File: src/rtl/nes_pad_pkg.sv
// rtl/nes_pad_pkg.sv - shared types and constants for the NES pad reader
package nes_pad_pkg;

  typedef enum logic [2:0] {
    IDLE,
    LATCH,
    LOW,
    HIGH,
    DONE
  } state_t;

  localparam int BTN_A      = 0;
  localparam int BTN_B      = 1;
  localparam int BTN_SELECT = 2;
  localparam int BTN_START  = 3;
  localparam int BTN_UP     = 4;
  localparam int BTN_DOWN   = 5;
  localparam int BTN_LEFT   = 6;
  localparam int BTN_RIGHT  = 7;

  // A whole frame plus the tick and DONE cycles must fit inside one poll period.
  function automatic bit params_ok(input int latch_cycles, input int half_bit_cycles,
                                   input int poll_cycles);
    return (latch_cycles > 0) && (half_bit_cycles > 0) &&
           (poll_cycles > latch_cycles + 16 * half_bit_cycles + 2);
  endfunction

endpackage

File: src/rtl/nes_pad_reader_pad_sync.sv
// rtl/nes_pad_reader_pad_sync.sv - two-flop synchronizer for pad_data, idles high
module pad_sync (
  input  logic clk,
  input  logic reset,
  input  logic d,
  output logic q
);

  logic meta;

  always_ff @(posedge clk or negedge reset) begin
    if (!reset) begin
      meta <= 1'b1;
      q    <= 1'b1;
    end else begin
      meta <= d;
      q    <= meta;
    end
  end

endmodule

File: src/rtl/nes_pad_reader.sv
// rtl/nes_pad_reader.sv - periodic NES gamepad poller with registered button levels
// Optional macro NES_PAD_SOCD_EN neutralises simultaneous opposite directions.
module nes_pad_reader
  import nes_pad_pkg::*;
#(
  parameter int LATCH_CYCLES    = 300,
  parameter int HALF_BIT_CYCLES = 150,
  parameter int POLL_CYCLES     = 416667
) (
  input  logic       clk,
  input  logic       reset,
  input  logic       pad_data,
  output logic       pad_latch,
  output logic       pad_clk,
  output logic [7:0] buttons,
  output logic       left,
  output logic       right,
  output logic       up,
  output logic       down,
  output logic       valid
);

  localparam int POLL_W    = $clog2(POLL_CYCLES);
  localparam int PHASE_MAX = (LATCH_CYCLES > HALF_BIT_CYCLES) ? LATCH_CYCLES : HALF_BIT_CYCLES;
  localparam int PHASE_W   = $clog2(PHASE_MAX + 1);

  localparam logic [POLL_W-1:0]  POLL_LAST  = POLL_W'(POLL_CYCLES - 1);
  localparam logic [PHASE_W-1:0] LATCH_LAST = PHASE_W'(LATCH_CYCLES - 1);
  localparam logic [PHASE_W-1:0] HALF_LAST  = PHASE_W'(HALF_BIT_CYCLES - 1);

  if (!params_ok(LATCH_CYCLES, HALF_BIT_CYCLES, POLL_CYCLES)) begin : g_bad_params
    $error("nes_pad_reader: POLL_CYCLES too small to hold one frame");
  end

  logic               data_sync;
  logic [POLL_W-1:0]  poll_cnt;
  logic               poll_tick;
  state_t             state;
  logic [PHASE_W-1:0] phase;
  logic [2:0]         index;
  logic [7:0]         shift;
  logic               left_next;
  logic               right_next;
  logic               up_next;
  logic               down_next;

  pad_sync u_pad_sync (
    .clk   (clk),
    .reset (reset),
    .d     (pad_data),
    .q     (data_sync)
  );

  // Tick is registered so it is high on the cycle the counter sits at 0.
  always_ff @(posedge clk or negedge reset) begin
    if (!reset) begin
      poll_cnt  <= '0;
      poll_tick <= 1'b0;
    end else begin
      poll_tick <= (poll_cnt == POLL_LAST);
      poll_cnt  <= (poll_cnt == POLL_LAST) ? '0 : poll_cnt + 1'b1;
    end
  end

`ifdef NES_PAD_SOCD_EN
  assign left_next  = shift[BTN_LEFT]  & ~shift[BTN_RIGHT];
  assign right_next = shift[BTN_RIGHT] & ~shift[BTN_LEFT];
  assign up_next    = shift[BTN_UP]    & ~shift[BTN_DOWN];
  assign down_next  = shift[BTN_DOWN]  & ~shift[BTN_UP];
`else
  assign left_next  = shift[BTN_LEFT];
  assign right_next = shift[BTN_RIGHT];
  assign up_next    = shift[BTN_UP];
  assign down_next  = shift[BTN_DOWN];
`endif

  always_ff @(posedge clk or negedge reset) begin
    if (!reset) begin
      state     <= IDLE;
      phase     <= '0;
      index     <= '0;
      shift     <= '0;
      pad_latch <= 1'b0;
      pad_clk   <= 1'b0;
      buttons   <= '0;
      left      <= 1'b0;
      right     <= 1'b0;
      up        <= 1'b0;
      down      <= 1'b0;
      valid     <= 1'b0;
    end else begin
      valid <= 1'b0;
      case (state)
        IDLE: begin
          if (poll_tick) begin
            state     <= LATCH;
            phase     <= '0;
            index     <= '0;
            pad_latch <= 1'b1;
          end
        end
        LATCH: begin
          if (phase == LATCH_LAST) begin
            phase     <= '0;
            pad_latch <= 1'b0;
            state     <= LOW;
          end else begin
            phase <= phase + 1'b1;
          end
        end
        LOW: begin
          if (phase == HALF_LAST) begin
            phase        <= '0;
            shift[index] <= ~data_sync;
            pad_clk      <= 1'b1;
            state        <= HIGH;
          end else begin
            phase <= phase + 1'b1;
          end
        end
        HIGH: begin
          if (phase == HALF_LAST) begin
            phase   <= '0;
            pad_clk <= 1'b0;
            if (index == 3'd7) begin
              // Outputs load as DONE is entered so they are visible alongside valid.
              state   <= DONE;
              buttons <= shift;
              left    <= left_next;
              right   <= right_next;
              up      <= up_next;
              down    <= down_next;
              valid   <= 1'b1;
            end else begin
              index <= index + 1'b1;
              state <= LOW;
            end
          end else begin
            phase <= phase + 1'b1;
          end
        end
        DONE: begin
          state <= IDLE;
        end
        default: begin
          state <= IDLE;
        end
      endcase
    end
  end

endmodule

File: config.mk
export PLATFORM = sky130hd
export DESIGN_NAME = nes_pad_reader
export DESIGN_NICKNAME = d
export VERILOG_FILES = /design/src/rtl/nes_pad_pkg.sv /design/src/rtl/nes_pad_reader_pad_sync.sv /design/src/rtl/nes_pad_reader.sv
export SDC_FILE = /design/constraint.sdc
export NUM_CORES = 1
export LEC_CHECK = 0
export ABC_AREA = 0
export CAP_MARGIN = 40
export CORE_ASPECT_RATIO = 0.5
export CORE_UTILIZATION = 25
export DETAILED_ROUTE_END_ITERATION = 12
export SETUP_SLACK_MARGIN = 0.3
export SLEW_MARGIN = 40
export SYNTH_ARGS = -nofsm -noshare
export SYNTH_HDL_FRONTEND = slang
export SYNTH_HIERARCHICAL = 1
export SYNTH_SLANG_ARGS = --single-unit
File: constraint.sdc
create_clock -name clk -period 1.95 [get_ports clk]
set_clock_uncertainty 0.1 [all_clocks]
set_input_delay 0.39 -clock clk [delete_from_list [all_inputs] [get_ports clk]]
set_output_delay 0.39 -clock clk [all_outputs]
set_load 0.02 [all_outputs]
-- Word-level counts from Yosys, hierarchy flattened
Index checks and enable logic that the tools add are counted.
- reductions and logical operators: 14
- add/subtract/negate cells: 3
- magnitude comparators: 2
- bitwise logic cells: 1
- equal/unequal tests: 12
- multiplexer cells: 27
- operators by type and width (kind ; number):
    $mux 9 ; 3
    $pmux 9 s3 ; 1
    $mux 3 ; 8
    $add 19x1->19 const B ; 1
    $eq 19x19->1 const B ; 1
    $mux 19 ; 1
    $pmux 3 s4 ; 1
    $ne 2x2->1 const B ; 5
    $add 9x1->9 const B ; 1
    $eq 9x8->1 const B ; 1
    $eq 9x9->1 const B ; 1
    $reduce_and 3->1 ; 3
    $bwmux 8 ; 1
    $mux 1 ; 8
    $reduce_and 4->1 ; 2
    $eq 3x2->1 const B ; 2
    $pmux 3 s2 ; 1
    $reduce_bool 2->1 ; 3
    $lt 3x4->1 const B ; 1
    $pmux 1 s2 ; 2
    $reduce_and 2->1 ; 2
    $add 3x1->3 const B ; 1
    $demux 1 s3 ; 1
    $eq 3x1->1 const B ; 1
    7 further kinds ; 7
- flip-flop bits (word level): 60
- input bits: 3
- word-level logic and storage cells: 75

-- Depth between registers and ports, before layout
- word-level depth: 5
- gate-level depth with buffers: 7

-- By module
The synthesis kept the hierarchy.
- modules (own cells, without submodules) (module ; times used ; area each (um^2) ; cells each):
    nes_pad_reader ; 1 ; 2727.6 ; 260
    pad_sync ; 1 ; 52.6 ; 2

-- Worst setup path before layout
No wires, ideal clock.
- kind: reg2reg
- start point: reg phase[1]
- end point: reg shift[4]
- library setup time: 0.079 ns
- clock period less this slack: 2.020 ns
- path buffers: 1
- arrival time: 1.840 ns
- setup slack: -0.070 ns
- stages on the path, launching flop included: 8
- cell sequence: dfrtp_1 -> inv_1 -> ha_1 -> nand4bb_4 -> or4_4 -> buf_6 -> nor4b_4 -> mux2i_1
- word-level cells in the longest chain between the ends: 2
- RTL lines (item ; RTL line ; RTL):
    from (decl) ; nes_pad_reader.sv:39 ; logic [PHASE_W-1:0] phase;
    from (signal assigned) ; nes_pad_reader.sv:108 ; phase <= phase + 1'b1;
    from (signal assigned) ; nes_pad_reader.sv:118 ; phase <= phase + 1'b1;
    from (signal assigned) ; nes_pad_reader.sv:139 ; phase <= phase + 1'b1;
    $eq 9x8->1 ; nes_pad_reader.sv:112 ; if (phase == HALF_LAST) begin
    $reduce_and 2->1 (no line) ; - ;
    to (signal, indexed assignment) ; nes_pad_reader.sv:114 ; shift[index] <= ~data_sync;
    to (decl) ; nes_pad_reader.sv:41 ; logic [7:0] shift;
No other way between the ends.
A chain may end at the register's enable or synchronous reset.

-- Worst setup path after layout
- start point: reg phase[1]
- end point: reg shift[6]
The elaborated chain is that of the path after synthesis.

==> flow_summary.toml <==
[outcome]
status = "finished, violations left"
violations = "negative setup slack"

[die]
start_util_pct = 26.5
die-area_mm2 = 0.0116
core_mm2 = 0.0105
row_count = 26
die_width_um = 151
dieHeight_um = 76.6
ios = 18

[synthesis]
synth_top_area_share_pct = 48.6
synthFlopType = "dfrtp_1"
synth_cell_types = 46
syn-mean-instance-area_um2 = 10.6
synth-edff-count = 0
netlist_area_mm2 = 0.00278
synthTopCellsByArea = "dfrtp_1 (49%), mux2i_1 (4.3%), nand3_1 (3.4%), mux2_2 (3.2%), nand2_1 (3.0%)"
syn_inst = 262
ys_seq_area_share_pct = 50.5
ys_ff_latch = 56
synthArstFlopShare_pct = 100
syn_nets = 271
synth_warnings = 6
synth_top_area_cell = "dfrtp_1"

[sta]
hold_violations = 0
finalCritPeriodShare_pct = 102
slew_violations = 0
relSlewSlack_pct = 76.3
max_freq_mhz = 502
worst_slack_ns = -0.0419
tightest_slew_ns = 0.353
setup_violations = 4
grt_setup_unrepaired = "yes"
final.min_clock_period_ns = 1.99

[clock_network]
cts_tree = "yes"
clkTransAtPathRegs_ns = 0.08
clock_latency_ns = 0.29
cts_buffer_depth = 2
htreeDepth = 2
root_buffer = "clkbuf_16"
clock-sinks = 56
cts_made_buffers = 5

[drt]
dr.pass1.iters = 4
viasPerCell = 4.67
drc = 0
vias = 2116
wl_per_cell_um = 13.4
ant_nets = 0
drt_iter0_drc = 118
routed_wl_um = 6050

[power_and_ir_drop]
p_clk_share_pct = 47.1
switching_share_pct = 19.8
irDropWorstVdd_v = 0.000340
p_int_mw = 1.82
switchingPower_uw = 448
combPwrFrac_pct = 1.4
total_power_mw = 2.27
power_frac_seq_pct = 51.5
pwr_density_cell_mw_per_mm2 = 588
leakage_nw = 1.75

[hold_path]
hold_class = "reg2reg"

[global_routing]
grt_max_degree = 57
grt_antenna_before_repair = 0
overflow = 0
grt_pass1_wl_um = 10500
grt_pass1_vias = 2126
track_usage_pct = 11.4

[layout]
fillCellCount = 1008
nets = 321
utilization_pct = 36.7
syn2layout_area_growth_pct = 38.7
drive_gt1_share_pct = 33.9
n_antenna_cell = 0

[placement]
io_buffers = 17
gp_congestion = 0.756
dp_hpwl_um = 3660

[run]
maxCapViolCount = 0

[setup_path]
worstPathRequired_ns = 2.02
end_kind = "flip-flop"
cp_data_arrival_time_ns = 2.06
start_kind = "flip-flop"
critical_path_class = "reg2reg"
crit_path_max_fanout = 5
registers in the layout (all words and copies together) (netlist names):
name / count
poll_cnt: 19
phase: 9
buttons: 8
shift: 8
index: 3
state: 3
pad_clk: 1
pad_latch: 1
poll_tick: 1
u_pad_sync/meta: 1
u_pad_sync/q: 1
valid: 1
metrics by stage:
step / instance area [µm²] / TNS, ns / cells / setup slack, ns / hold WS, ns
after global placement: 3240 / -0.00379 / 426 / -0.00379 / 0.248
after CTS: 3690 / -0.104 / 446 / -0.0688 / 0.258
after detailed placement: 3240 / -0.0766 / 426 / -0.0432 / 0.248
after floorplan: 2820 / -0.144 / 262 / -0.0640 / -0.00559
final: 3850 / -0.0654 / 453 / -0.0419 / 0.256
after global routing: 3850 / -0.839 / 453 / -0.0969 / 0.260
critical path, stage by stage (launching register included):
cell and delay (ns):
dfrtp_1 0.39, inv_2 0.08, ha_4 0.13, nand4bb_4 0.11, or4_4 0.61, buf_6 0.16, o31ai_4 0.18, o41ai_2 0.10
layout by cell type, fill, tap and decap left out, drive strengths merged, types with 7 or more instances in the layout:
cell type,synthesis,final
dfrtp,54,54
buf,10,39
nand2,22,22
nand3,19,19
nor2,19,19
inv,18,18
dlygate4sd2,0,15
mux2i,12,12
xnor2,9,9
o21ai,9,9
nor4,9,9
nor3,9,9
mux2,8,8
and3,7,7
timing repair:
item	4_1_cts	5_1_grt
endpoints found under the setup margin	64	51
endpoints found under the hold margin	2	0
gates resized for setup	55	27
cloned	2	0
hold buffers	1	0
setup buffers	9	7
pin swaps	17	12
power groups by stage:
stage / clock (mW) / combinational (mW) / sequential, mW
after floorplan: 0 / 0.00235 / 1.19
after global routing: 1.15 / 0.0371 / 1.17
final: 1.07 / 0.0315 / 1.17
after global placement: 0 / 0.0329 / 1.19
after CTS: 1.10 / 0.0341 / 1.17
after detailed placement: 0 / 0.0326 / 1.19
final cells by class:
class | count | area (µm²) | share of cell area (%)
clock buffer | 6 | 139 | 3.60
clock inverter | 2 | 38.8 | 1.01
inverter | 18 | 67.6 | 1.75
multi-input combinational | 175 | 1540 | 39.8
sequential | 56 | 1410 | 36.5
tap | 140 | 175 | 4.54
timing repair buffer | 56 | 493 | 12.8
worst paths after layout:
| kind | start | end | slack [ns] | cells past startpoint |
|---|---|---|---|---|
| min | u_pad_sync/meta$_DFF_PN1_ | u_pad_sync/q$_DFF_PN1_ | 0.26 | 0 |
| min in group asynchronous | reset | poll_cnt[16]$_DFF_PN0_ | 0.52 | 3 |
| min reg2reg | u_pad_sync/meta$_DFF_PN1_ | u_pad_sync/q$_DFF_PN1_ | 0.26 | 0 |
| max | phase[1]$_DFFE_PN0P_ | shift[6]$_DFFE_PN0P_ | -0.04 | 7 |
| max reg2reg | phase[1]$_DFFE_PN0P_ | shift[6]$_DFFE_PN0P_ | -0.04 | 7 |
| max in group asynchronous | reset | u_pad_sync/q$_DFF_PN1_ | 0.92 | 3 |
metal layers:
layer	GRT usage (%)	vias up	wire length, µm
li1	-	1019	-
met1	15.8	1063	3020
met2	17.7	29	2800
met3	2.34	5	173
met4	3.30	0	57
met5	0	-	0
cell families (layout without fill, tap and decap cells):
logic type	count (synthesis)	count (layout)	share of synthesized area, %
muxes	20	20	7.56
and+or+nand+nor	105	105	22.1
xor gates and xnor gates	15	15	4.73
DFF	56	56	50.5
AOI/OAI and AO/OA	28	29	7.20
buffers and inverters	32	82	5.27
adders and majority gates	6	6	2.70
Yosys cell counts (2+ instances only):
master    instances
nor2_1           18
mux2_2            8
o21ai_0           9
and3_1            7
nor2b_1           2
xnor2_1           9
nor4b_4           2
xor2_1            6
buf_4             4
dfrtp_1          54
nor4_1            8
dfstp_2           2
nand4_1           3
nand3_1          19
nand2b_1          2
inv_1            18
o31ai_1           3
buf_1             2
a21oi_1           2
ha_1              6
o211ai_1          4
nor3_1            9
o22ai_1           3
buf_2             3
nand2_1          22
clkbuf_1          4
nand4b_1          3
mux2i_1          12
No activity file was read; power rests on OpenSTA's default activity.
==> patch 1 (same flow settings) <==
The parameter `HALF_BIT_CYCLES` goes from 150 to 75.
--- a/src/rtl/nes_pad_reader.sv
+++ b/src/rtl/nes_pad_reader.sv
@@ -4,7 +4,7 @@
   import nes_pad_pkg::*;
 #(
   parameter int LATCH_CYCLES    = 300,
-  parameter int HALF_BIT_CYCLES = 150,
+  parameter int HALF_BIT_CYCLES = 75,
   parameter int POLL_CYCLES     = 416667
 ) (
   input  logic       clk,
Formal check against the unedited RTL: no difference found for any inputs over 10 cycles, from zero or initial values and one cycle with reset low; that may be too few to reach the edited logic, so the function may still have changed.
==> patch 1 against the unedited design <==
- sequential cell count unchanged
- highest routed layer unchanged
- sequential power about the same
- count of clock-buffer cells in the layout decreased by 1
- critical path depth decreased by 1
- area after synthesis decreased by 1.8%
- routed wire length increased by 1.5%
- setup slack improved by 0.046 ns
- largest power group unchanged
- design area increased by 2.1%
- power decreased by 5.6%
==> patch 1: results (changes against the unedited design) <==
The share of synthesized area occupied by flip-flops and latches is 51.40% (+0.90 points). The portion of total power attributed to sequential cells came out at 54.6% (+3.1 points). The flow ran to the end, and the final reports show no timing, DRC or antenna violations. In the synthesized netlist, the cells that appear most often are 54 x sky130_fd_sc_hd__dfrtp_1, 24 x sky130_fd_sc_hd__nor2_1, 23 x sky130_fd_sc_hd__nand2_1. The worst hold path stage count came to 0 (unchanged). The xor and xnor area share after synthesis came to 5.451% (+0.73 points).

The hold path startpoint is u_pad_sync/meta. The worst register-to-register path ends at buttons[5]. The fraction of met3 tracks used by global routing was 1.446% (-0.89 points). The highest fanout seen on the critical path is 9 (+4). The slowest stage of the critical path is the sky130_fd_sc_hd__dfrtp_1 cell. The detailed-route wire length per cell came out at 13.27 µm (-0.69%). The filler-free cell count of the finished design came out at 463 (+2.2%). The global-route wire length before repair is 10190 µm (-3.0%). The multiplexer fraction of the synthesized cell area was 5.863% (-1.7 points). In this run the clock root is driven by a sky130_fd_sc_hd__clkbuf_16.

The number of global-route vias before repair was 2088 (-1.8%). The arrival time at the worst endpoint is 2.03 ns (-0.03 ns). The worst-case hold slack came out at 0.2569 ns (+0.0004660 ns). The length of routed met2 wiring came out at 2941 µm (+4.9%).

The startpoint identified for the worst register-to-register timing path is phase[7]. The count of fill cells added during filler insertion came out at 1000 (-0.79%). The delay of the slowest critical-path stage is 0.41 ns (-0.20 ns). The total length of routed met3 wires was 137 µm (-21%). The routed length on met1 came out at 2953 µm (-2.2%).

The worst slack at placement came to 0.003853 ns (+0.04706 ns). The per-instance average area after synthesis is 10.63 µm² (+0.16%). By area the synthesized netlist is led by sky130_fd_sc_hd__dfrtp_1 49%, sky130_fd_sc_hd__xnor2_1 4.8%, sky130_fd_sc_hd__mux2_2 3.3%, sky130_fd_sc_hd__nor2_1 3.3%, sky130_fd_sc_hd__nand2_1 3.2%. The global router's overall resource usage came to 11.08% (-0.27 points). The post-detailed-placement cell area was 3274 µm² (+1.1%). Clock latency on the worst-skew pair, taken at its later pin, is 0.30 ns. The synthesized-area fraction occupied by ao, oa, aoi and oai cells came out at 9.528% (+2.3 points).

The area share of fa/ha/maj cells after synthesis was 2.749% (+0.048 points). The switching power share of the total is 22.36% (+2.6 points). The synthesized netlist net count is 266 (-1.8%). The maximum vdd ir drop is 0.3028 mV (-11%). The met1 global-route usage is 15.04% (-0.73 points). The net count reported at finish came out at 331 (+3.1%).

The leakage power figure was 1.736 nW (-0.53%). The minimum period implied by the final worst setup slack is 1.946 ns (-0.04588 ns). The HPWL after detailed placement came out at 3890 µm (+6.4%).

The tightest slew margin relative to the limit is 70.62% (-5.6 points). The via-per-instance ratio came to 4.626 (-0.96%). The number of synthesis warnings is 6 (unchanged).

The number of different library cells in the post-synthesis netlist came to 49 (+6.5%). After synthesis, the largest family of logic cells by area is simple AND/OR/NAND/NOR gates. The number of DRC markers in iteration 0 was 111 (-5.9%).
==> patch 1: cell count changes after synthesis, sizes merged, moves of 4 or more <==
cell / before / now
inv: 18 / 10
or3: 1 / 5
buf: 10 / 6
o311ai: 0 / 4
nor2: 19 / 24
xnor2: 9 / 15
mux2i: 12 / 7
nor3: 9 / 3
xor2: 6 / 2
==> patch 1: area by class of cell <==
class	count	area [µm²]	area share [%]
clock buffers	5	125.1	3.180
clock inverters	3	27.53	0.6995
inverters	10	37.54	0.9539
multi-input cells	182	1535	39.01
flip-flops and latches	56	1406	35.74
well taps	140	175.2	4.452
repair buffers	67	628.1	15.96
==> patch 1: repair_timing <==
action                                  4_1_cts  5_1_grt
cloned                                        0        0
endpoints found under the setup margin       59       48
hold buffers                                  1        0
setup buffers                                15        6
endpoints found under the hold margin        21        0
pin swaps                                    17       21
gates resized for setup                      64       42
==> patch 2 (same settings) <==
Made on the original files. The 5 states of `state_t` get a one-hot encoding in 5 bits.
--- a/src/rtl/nes_pad_pkg.sv
+++ b/src/rtl/nes_pad_pkg.sv
@@ -1,12 +1,12 @@
 // rtl/nes_pad_pkg.sv - shared types and constants for the NES pad reader
 package nes_pad_pkg;
 
-  typedef enum logic [2:0] {
-    IDLE,
-    LATCH,
-    LOW,
-    HIGH,
-    DONE
+  typedef enum logic [4:0] {
+    IDLE  = 5'b00001,
+    LATCH = 5'b00010,
+    LOW   = 5'b00100,
+    HIGH  = 5'b01000,
+    DONE  = 5'b10000
   } state_t;
 
   localparam int BTN_A      = 0;
Function: no difference found for any inputs over 10 cycles, from zero or initial values and one cycle with reset low; not proved beyond that.
==> patch 2 against the unedited design <==
- largest cell class unchanged
- clock power is 59% higher
- area after synthesis is 8.1% higher
- utilization is 0.72 points higher
- die area is 7.9% higher
- power is 30% higher
- via count is 12% higher
- synthesized cell count is 6.9% higher
- routed wire length is 14% higher
- setup slack better by 0.071 ns
- sequential cell count is 2 higher
- final cell count is 9.9% higher
- count of clock-buffer cells in the layout is 5 higher
- design area is 10% higher
==> patch 2: results (changes against the unedited design) <==
The synthesized netlist net count is 289 (+6.6%). The most critical setup path has its startpoint at phase[8]. The maximum vdd ir drop is 0.3396 mV (-0.18%). The met1 global-route usage came out at 15.14% (-0.62 points).

The global-route wire length before repair is 11150 µm (+6.2%). The clock-pin transition on the worst setup and hold timing paths came out at 0.06 ns (-0.02 ns). The net count reported at finish was 343 (+6.9%). The fraction of final layout cells with drive strength greater than 1 came out at 36.87% (+3.0 points). The area share of fa/ha/maj cells after synthesis came out at 2.498% (-0.20 points). The run finished with clean final reports. The number of different library cells in the post-synthesis netlist came out at 58 (+26%).

The cell-internal power came out at 0.002365 W (+30%). The number of DRC markers in iteration 0 came out at 167 (+42%). The fmax came out at 520.6 MHz (+3.7%). The count of fill cells added during filler insertion came to 1091 (+8.2%).

The xor and xnor area share after synthesis came to 4.080% (-0.65 points). The arrival time at the worst endpoint came to 2.04 ns (-0.02 ns). The worst slack at placement is 0.01193 ns (+0.05514 ns). By area the synthesized netlist is led by sky130_fd_sc_hd__dfrtp_1 46%, sky130_fd_sc_hd__mux2_4 4.0%, sky130_fd_sc_hd__mux2i_1 3.3%, sky130_fd_sc_hd__o21ai_0 3.0%, sky130_fd_sc_hd__xnor2_1 2.9%. The number of clock buffers inserted by TritonCTS is 9 (+4). The via count of the routed design is 2372 (+12%). The met2 usage is 17.56% (-0.10 points). The worst-case hold slack is 0.2541 ns (-0.002364 ns).

The clock insertion delay at the later pin of the skew report came to 0.33 ns (+0.04 ns). The synthesized-area fraction occupied by ao, oa, aoi and oai cells came out at 10.62% (+3.4 points). The filler-free cell count of the finished design is 498 (+9.9%). The HPWL after detailed placement is 4242 µm (+16%). The critical register-to-register path startpoint is phase[8]. The fraction of met3 tracks used by global routing is 4.072% (+1.7 points).
## patch 2: cell count changes after synthesis, sizes merged, moves of 5 or more
cell	delta
o21ai	+9
o22ai	+5
and2	+5
nand3	-5
inv	-5
nand2	-7
## patch 2: what timing repair did
action / 4_1_cts / 5_1_grt
buffers inserted: 3 / 6
hold buffers: 1 / 0
cloned: 0 / 0
pin swaps: 9 / 19
endpoints found under the hold margin: 55 / 0
setup endpoints to repair: 60 / 49
gates resized for setup: 33 / 59
## patch 2: critical path: stages (launching register included)
cell and delay, ns:
sky130_fd_sc_hd__dfrtp_1 0.38, sky130_fd_sc_hd__or4b_4 0.57, sky130_fd_sc_hd__nor2_4 0.12, sky130_fd_sc_hd__and3_4 0.20
sky130_fd_sc_hd__buf_12 0.13, sky130_fd_sc_hd__mux2_4 0.30
## patch 2: power by group through the flow
stage / logic, W / clock network (W) / registers (W)
2_1_floorplan: 0.00000235 / 0 / 0.00123
3_3_place_gp: 0.0000334 / 0 / 0.00123
3_5_place_dp: 0.0000338 / 0 / 0.00123
4_1_cts: 0.0000354 / 0.00173 / 0.00121
5_1_grt: 0.0000390 / 0.00179 / 0.00121
6_report: 0.0000324 / 0.00170 / 0.00121
## patch 2: area by class of cell
type	count	area share (%)
clock buffer	11	5.716
clock inverter	5	1.827
inverter	13	1.149
multi-input combinational	195	40.51
sequential	58	34.41
tap	159	4.685
timing repair buffer	57	11.70
## patch 2: kinds of logic after synthesis
logic type | count (synthesis)
and+or+nand+nor | 109
DFF | 58
AOI/OAI and AO/OA | 47
buffers and inverters | 27
muxes | 19
xor gates and xnor gates | 14
adders and majority gates | 6
